`src/rtl/spi_master_pkg.sv`:
```
// ============================================================================
// Module   : spi_master_pkg
// Desc     : Shared state encoding and slave-select width helper for the
//            multi-slave SPI master.
// Revision : 1.0  initial release
// ============================================================================
`default_nettype none

package spi_master_pkg;

    typedef enum logic [2:0] {
        IDLE  = 3'd0,
        SETUP = 3'd1,
        SHIFT = 3'd2,
        HOLD  = 3'd3,
        END   = 3'd4
    } state_e;

    // A single slave still needs a one-bit index port.
    function automatic int ss_width(input int num_ss);
        return (num_ss > 1) ? $clog2(num_ss) : 1;
    endfunction

endpackage

`default_nettype wire

```
`src/rtl/spi_clk_div.sv`:
```
// ============================================================================
// Module   : spi_clk_div
// Desc     : Half-period tick generator; counts 0..CLK_DIV-1 and pulses
//            tick_o on the terminal count, with a synchronous clear.
// Revision : 1.0  initial release
// ============================================================================
`default_nettype none

module spi_clk_div #(
    parameter int CLK_DIV = 4
) (
    input  logic clk_i,
    input  logic rst_ni,
    input  logic clr_i,
    output logic tick_o
);

    localparam int                CNT_W    = (CLK_DIV > 1) ? $clog2(CLK_DIV) : 1;
    localparam logic [CNT_W-1:0]  CNT_LAST = CNT_W'(CLK_DIV - 1);

    logic [CNT_W-1:0] cnt_q;
    logic [CNT_W-1:0] cnt_d;

    assign tick_o = (cnt_q == CNT_LAST);

    always_comb begin
        cnt_d = cnt_q + 1'b1;
        if (clr_i || tick_o) begin
            cnt_d = '0;
        end
    end

    always_ff @(posedge clk_i) begin
        if (!rst_ni) begin
            cnt_q <= '0;
        end else begin
            cnt_q <= cnt_d;
        end
    end

endmodule

`default_nettype wire

```
`src/rtl/spi_master_multi.sv`:
```
// ============================================================================
// Module   : spi_master_multi
// Desc     : SPI master serving NUM_SS slaves with valid/ready command port,
//            one-cycle response strobe and chip-select hold between words.
//            Optional macro SPI_MASTER_LOOPBACK_EN adds a loopback input.
// Revision : 1.0  initial release
// ============================================================================
`default_nettype none

module spi_master_multi
    import spi_master_pkg::*;
#(
    parameter int   NUM_SS    = 2,
    parameter int   DATA_W    = 8,
    parameter int   CLK_DIV   = 4,
    parameter logic CPOL      = 1'b0,
    parameter logic CPHA      = 1'b0,
    parameter logic MSB_FIRST = 1'b1
) (
    input  logic                        clk_in_clk,
    input  logic                        reset_reset_n,
    input  logic                        cmd_valid,
    output logic                        cmd_ready,
    input  logic [DATA_W-1:0]           cmd_data,
    input  logic [ss_width(NUM_SS)-1:0] cmd_ss,
    input  logic                        cmd_last,
    output logic                        rsp_valid,
    output logic [DATA_W-1:0]           rsp_data,
    output logic                        spi_SCLK,
    output logic                        spi_MOSI,
`ifdef SPI_MASTER_LOOPBACK_EN
    input  logic                        loopback,
`endif
    input  logic                        spi_MISO,
    output logic [NUM_SS-1:0]           spi_SS_n
);

    localparam int                 SS_W      = ss_width(NUM_SS);
    localparam int                 EDGE_W    = $clog2(2 * DATA_W);
    localparam logic [EDGE_W-1:0]  LAST_EDGE = EDGE_W'(2 * DATA_W - 1);

    state_e              state_q;
    logic                cmd_ready_q;
    logic                rsp_valid_q;
    logic [DATA_W-1:0]   rsp_data_q;
    logic                sclk_q;
    logic                mosi_q;
    logic [NUM_SS-1:0]   ss_n_q;
    logic [DATA_W-1:0]   tx_q;
    logic [DATA_W-1:0]   rx_q;
    logic [EDGE_W-1:0]   edge_q;
    logic                last_q;

    logic                w_accept;
    logic                w_tick;
    logic                w_clr;
    logic                w_lb;
    logic                w_miso;
    logic                w_drive;
    logic                w_sample;
    logic                w_first_bit;
    logic                w_head;
    logic [DATA_W-1:0]   w_data_shift;
    logic [DATA_W-1:0]   w_tx_load;
    logic [DATA_W-1:0]   w_tx_shift;
    logic [DATA_W-1:0]   w_rx_next;
    logic [NUM_SS-1:0]   w_ss_dec;

`ifdef SPI_MASTER_LOOPBACK_EN
    assign w_lb = loopback;
`else
    assign w_lb = 1'b0;
`endif

    assign w_miso   = w_lb ? mosi_q : spi_MISO;
    assign w_accept = cmd_valid && cmd_ready_q;

    // Counter restarts on every accept; other state changes land on a wrap.
    assign w_clr = w_accept || (state_q == IDLE) || (state_q == HOLD);

    // edge_q counts completed SCLK edges, so bit 0 set means the next edge is even.
    assign w_drive  = CPHA ? ~edge_q[0] : (edge_q[0] && (edge_q != LAST_EDGE));
    assign w_sample = CPHA ?  edge_q[0] : ~edge_q[0];

    assign w_first_bit  = MSB_FIRST ? cmd_data[DATA_W-1] : cmd_data[0];
    assign w_data_shift = MSB_FIRST ? {cmd_data[DATA_W-2:0], 1'b0}
                                    : {1'b0, cmd_data[DATA_W-1:1]};
    assign w_tx_load    = CPHA ? cmd_data : w_data_shift;
    assign w_head       = MSB_FIRST ? tx_q[DATA_W-1] : tx_q[0];
    assign w_tx_shift   = MSB_FIRST ? {tx_q[DATA_W-2:0], 1'b0}
                                    : {1'b0, tx_q[DATA_W-1:1]};

    always_comb begin
        w_rx_next = rx_q;
        if (w_sample) begin
            w_rx_next = MSB_FIRST ? {rx_q[DATA_W-2:0], w_miso}
                                  : {w_miso, rx_q[DATA_W-1:1]};
        end
    end

    // Out-of-range indices match no line, leaving every select high.
    always_comb begin
        for (int i = 0; i < NUM_SS; i++) begin
            w_ss_dec[i] = w_lb || (cmd_ss != SS_W'(i));
        end
    end

    spi_clk_div #(
        .CLK_DIV (CLK_DIV)
    ) u_clk_div (
        .clk_i  (clk_in_clk),
        .rst_ni (reset_reset_n),
        .clr_i  (w_clr),
        .tick_o (w_tick)
    );

    always_ff @(posedge clk_in_clk) begin
        if (!reset_reset_n) begin
            state_q     <= IDLE;
            cmd_ready_q <= 1'b0;
            rsp_valid_q <= 1'b0;
            rsp_data_q  <= '0;
            sclk_q      <= CPOL;
            mosi_q      <= 1'b0;
            ss_n_q      <= '1;
            tx_q        <= '0;
            rx_q        <= '0;
            edge_q      <= '0;
            last_q      <= 1'b0;
        end else begin
            rsp_valid_q <= 1'b0;
            unique case (state_q)
                IDLE: begin
                    cmd_ready_q <= 1'b1;
                    sclk_q      <= CPOL;
                    if (w_accept) begin
                        state_q <= SETUP;
                        ss_n_q  <= w_ss_dec;
                    end
                end
                SETUP: begin
                    if (w_tick) begin
                        state_q <= SHIFT;
                    end
                end
                SHIFT: begin
                    if (w_tick) begin
                        sclk_q <= ~sclk_q;
                        edge_q <= edge_q + 1'b1;
                        rx_q   <= w_rx_next;
                        if (w_drive) begin
                            mosi_q <= w_head;
                            tx_q   <= w_tx_shift;
                        end
                        if (edge_q == LAST_EDGE) begin
                            rsp_valid_q <= 1'b1;
                            rsp_data_q  <= w_rx_next;
                            edge_q      <= '0;
                            if (last_q) begin
                                state_q <= END;
                                ss_n_q  <= '1;
                            end else begin
                                state_q     <= HOLD;
                                cmd_ready_q <= 1'b1;
                            end
                        end
                    end
                end
                HOLD: begin
                    sclk_q <= CPOL;
                    if (w_accept) begin
                        state_q <= SHIFT;
                    end
                end
                END: begin
                    if (w_tick) begin
                        state_q     <= IDLE;
                        cmd_ready_q <= 1'b1;
                    end
                end
                default: begin
                    state_q <= IDLE;
                end
            endcase

            // Word capture is shared by IDLE and HOLD acceptance.
            if (w_accept) begin
                cmd_ready_q <= 1'b0;
                mosi_q      <= w_first_bit;
                tx_q        <= w_tx_load;
                rx_q        <= '0;
                edge_q      <= '0;
                last_q      <= cmd_last;
            end
        end
    end

    assign cmd_ready = cmd_ready_q;
    assign rsp_valid = rsp_valid_q;
    assign rsp_data  = rsp_data_q;
    assign spi_SCLK  = sclk_q;
    assign spi_MOSI  = mosi_q;
    assign spi_SS_n  = ss_n_q;

endmodule

`default_nettype wire

```
`config.mk`:
```
export PLATFORM = sky130hd
export DESIGN_NAME = spi_master_multi
export DESIGN_NICKNAME = d
export VERILOG_FILES = /design/src/rtl/spi_master_pkg.sv /design/src/rtl/spi_clk_div.sv /design/src/rtl/spi_master_multi.sv
export SDC_FILE = /design/constraint.sdc
export NUM_CORES = 1
export LEC_CHECK = 0
export ABC_AREA = 1
export CAP_MARGIN = 0
export CORE_MARGIN = 3
export CORE_UTILIZATION = 53
export DETAILED_ROUTE_END_ITERATION = 16
export HOLD_SLACK_MARGIN = 0.02
export PLACE_DENSITY = 0.8
export SLEW_MARGIN = 20
export SYNTH_ARGS = -nofsm -noshare
export SYNTH_HDL_FRONTEND = slang
export SYNTH_SLANG_ARGS = --single-unit
```
`constraint.sdc`:
```
create_clock -name clk_in_clk -period 1.8 [get_ports clk_in_clk]
set_clock_uncertainty 0.05 [all_clocks]
set_input_delay 0.27 -clock clk_in_clk [delete_from_list [all_inputs] [get_ports clk_in_clk]]
set_output_delay 0.27 -clock clk_in_clk [all_outputs]
set_load 0.02 [all_outputs]
```
==> results.ini <==
[synth]
yosysWarnings=0
syn_area_per_cell_sq_um=7.19
yosysSeqAreaShare_pct=42.4
ys_seq_elements=39
syn_nets=272
synthCells=256
ys_types=29
syn-cell-area_sq_mm=0.00184

[setup_path]
startpoint=cmd_ready$_SDFFE_PP0P_
path_buf_inv=1
startpoint_type=flip-flop
crit_required_ns=1.48
endpoint_kind=primary output
arrival_ns=1.33
critPathSlowestCell=clkdlybuf4s50_1
critPathMaxFanout=3
cp_top_family=buffers and inverters
worst_path_largest_cell_delay_ns=0.61
regToRegStartpoint=edge_q[1]$_SDFFE_PP0P_
crit_type=reg2out
path_cells=clkdlybuf4s50_1

[detailed_routing]
wl_per_cell_microns=11.2
drtIter0Drc=93
dr_total_vias=1669
routed_wl_mm=3.71
firstDrtPassIters=4
drt-vias-per-instance=5.04
drc_errors=0
antenna_left=0

[grt]
track_usage_pct=20.0
grt_pass1_vias=1559
antenna_found_initial=0
grt_pass1_wl_mm=6.66
grt_overflow=0
grt_max_degree=21

[floorplan]
die_h_microns=65.0
core-area_sq_mm=0.00318
start_util_pct=58.0
pin_count=28
rows=20
die_w_microns=65.0
die_area_sq_mm=0.00422

[clocking]
cts.reportedPaths.clkPinSlew_ns=0.12
postCtsSetupRepairBufs=0
cts_hold_buffers=0
cts_resized=0
cts_sinks=39
clock-root-buffer=clkbuf_4
clock_latency_ns=0.34
h-tree-depth=2
cts-buffers-inserted=5
cts_tree=yes
cts_max_path_buffers=2

[finish]
final_cell_mix=52 x nand2_1, 39 x dfxtp_1, 34 x nor2_1, 34 x o21ai_0, 27 x clkdlybuf4s50_1
final_util_pct=70.5
n_antenna_cell=0
fin_nets=302
fillerInstances=291
areaGrowthSynthToFinish_pct=21.6
drive_above_1_share_pct=10.5
final_common_cell=nand2_1
stdcell_count=331

[placed_design]
hpwl_mm=2.67
gp_congestion=0.874
dpl_worst_slack_ns=0.103
io_buffers=27
placed_cells=323

[sta]
fin_crit_sh_pct=91.9
min_period_ns=1.65
setup_viol=0
hold_viol=0
setup_tns_ns=0
worstMarginPinSlew_ns=0.397
rsz0062_at_grt=no
slew_headroom_pct=73.3
fmax_mhz=605
finalWorstSetupSlack_ns=0.146
slew_viol_final=0

[min_path]
hold_start=u_clk_div.cnt_q[0]$_SDFF_PP0_
hold_path.class=reg2reg

[power]
ir_drop_mv=0.795
power.density_mw_per_mm2=1180
power.leakage_nw=0.920

[flow_run]
drv_cap=0

[outcome]
status=finished clean

-- kinds of logic after synthesis --
group / Yosys count / synth area share [%]
AND/OR/NAND/NOR: 113 / 28.2
buffers and inverters: 40 / 9.99
adder cells (fa/ha/maj): 2 / 1.36
XOR/XNOR: 1 / 0.476
flip-flops: 39 / 42.4
AO/OA/AOI/OAI: 61 / 17.6
-- metal layers --
layer	wire, microns	global-route usage (%)
met2	1660	31.4
met5	0	0
met4	88	7.92
met3	179	6.41
met1	1790	25.4
-- area by class of cell --
type	instances	area (sq um)	share of cell area, %
clock buffer	6	41.3	1.84
inverter	31	118	5.25
timing repair buffer	32	308	13.7
clock inverter	2	60.1	2.68
multi-input combinational	177	877	39.2
sequential	39	781	34.9
tap	44	55.1	2.46
-- final timing paths --
kind                                    to  slack, ns  depth (start not counted)
max                              cmd_ready       0.15                          1
min          u_clk_div.cnt_q[0]$_SDFF_PP0_       0.40                          1
max reg2reg           tx_q[5]$_SDFFE_PN0P_       0.18                          8
min reg2reg  u_clk_div.cnt_q[0]$_SDFF_PP0_       0.40                          1
-- sequential cells by signal, indices dropped and copies added (netlist names), 2 cells and up --
register and flops:
rx_q 8, u_clk_div.cnt_q 2, state_q 3, edge_q 4, rsp_data 8, tx_q 7, spi_SS_n 2
-- cells in the mapped netlist (all sizes together) --
cell type | count | share of area (%)
o21ai | 39 | 11
ha | 2 | 1.4
nand2 | 55 | 12
clkinv | 2 | 0.48
a21oi | 20 | 5.4
or2 | 1 | 0.34
nor2 | 39 | 10
xnor2 | 1 | 0.48
o211ai | 1 | 0.41
clkbuf | 2 | 0.41
dfxtp | 39 | 42
inv | 29 | 5.9
o22ai | 1 | 0.34
buf | 7 | 3.2
nand4 | 1 | 0.34
nand3 | 15 | 4.8
nor4 | 2 | 0.68
-- per-stage QoR --
stage | area [sq um] | power (mW) | hold WS (ns)
global placement | 2140 | 1.91 | 0.370
finish | 2240 | 2.64 | 0.395
floorplan | 1840 | 1.75 | 0.352
detailed placement | 2140 | 1.93 | 0.382
global route | 2240 | 2.82 | 0.421
CTS | 2240 | 2.64 | 0.399
-- where the power goes --
group / total [mW] / internal [mW] / switching, mW / leakage (nW)
combinational: 0.851 / 0.331 / 0.520 / 0.552
clock: 0.716 / 0.434 / 0.283 / 0.0525
sequential: 1.07 / 0.952 / 0.115 / 0.316
total: 2.64 / 1.72 / 0.918 / 0.920
Power figures use the tool's default switching activity.
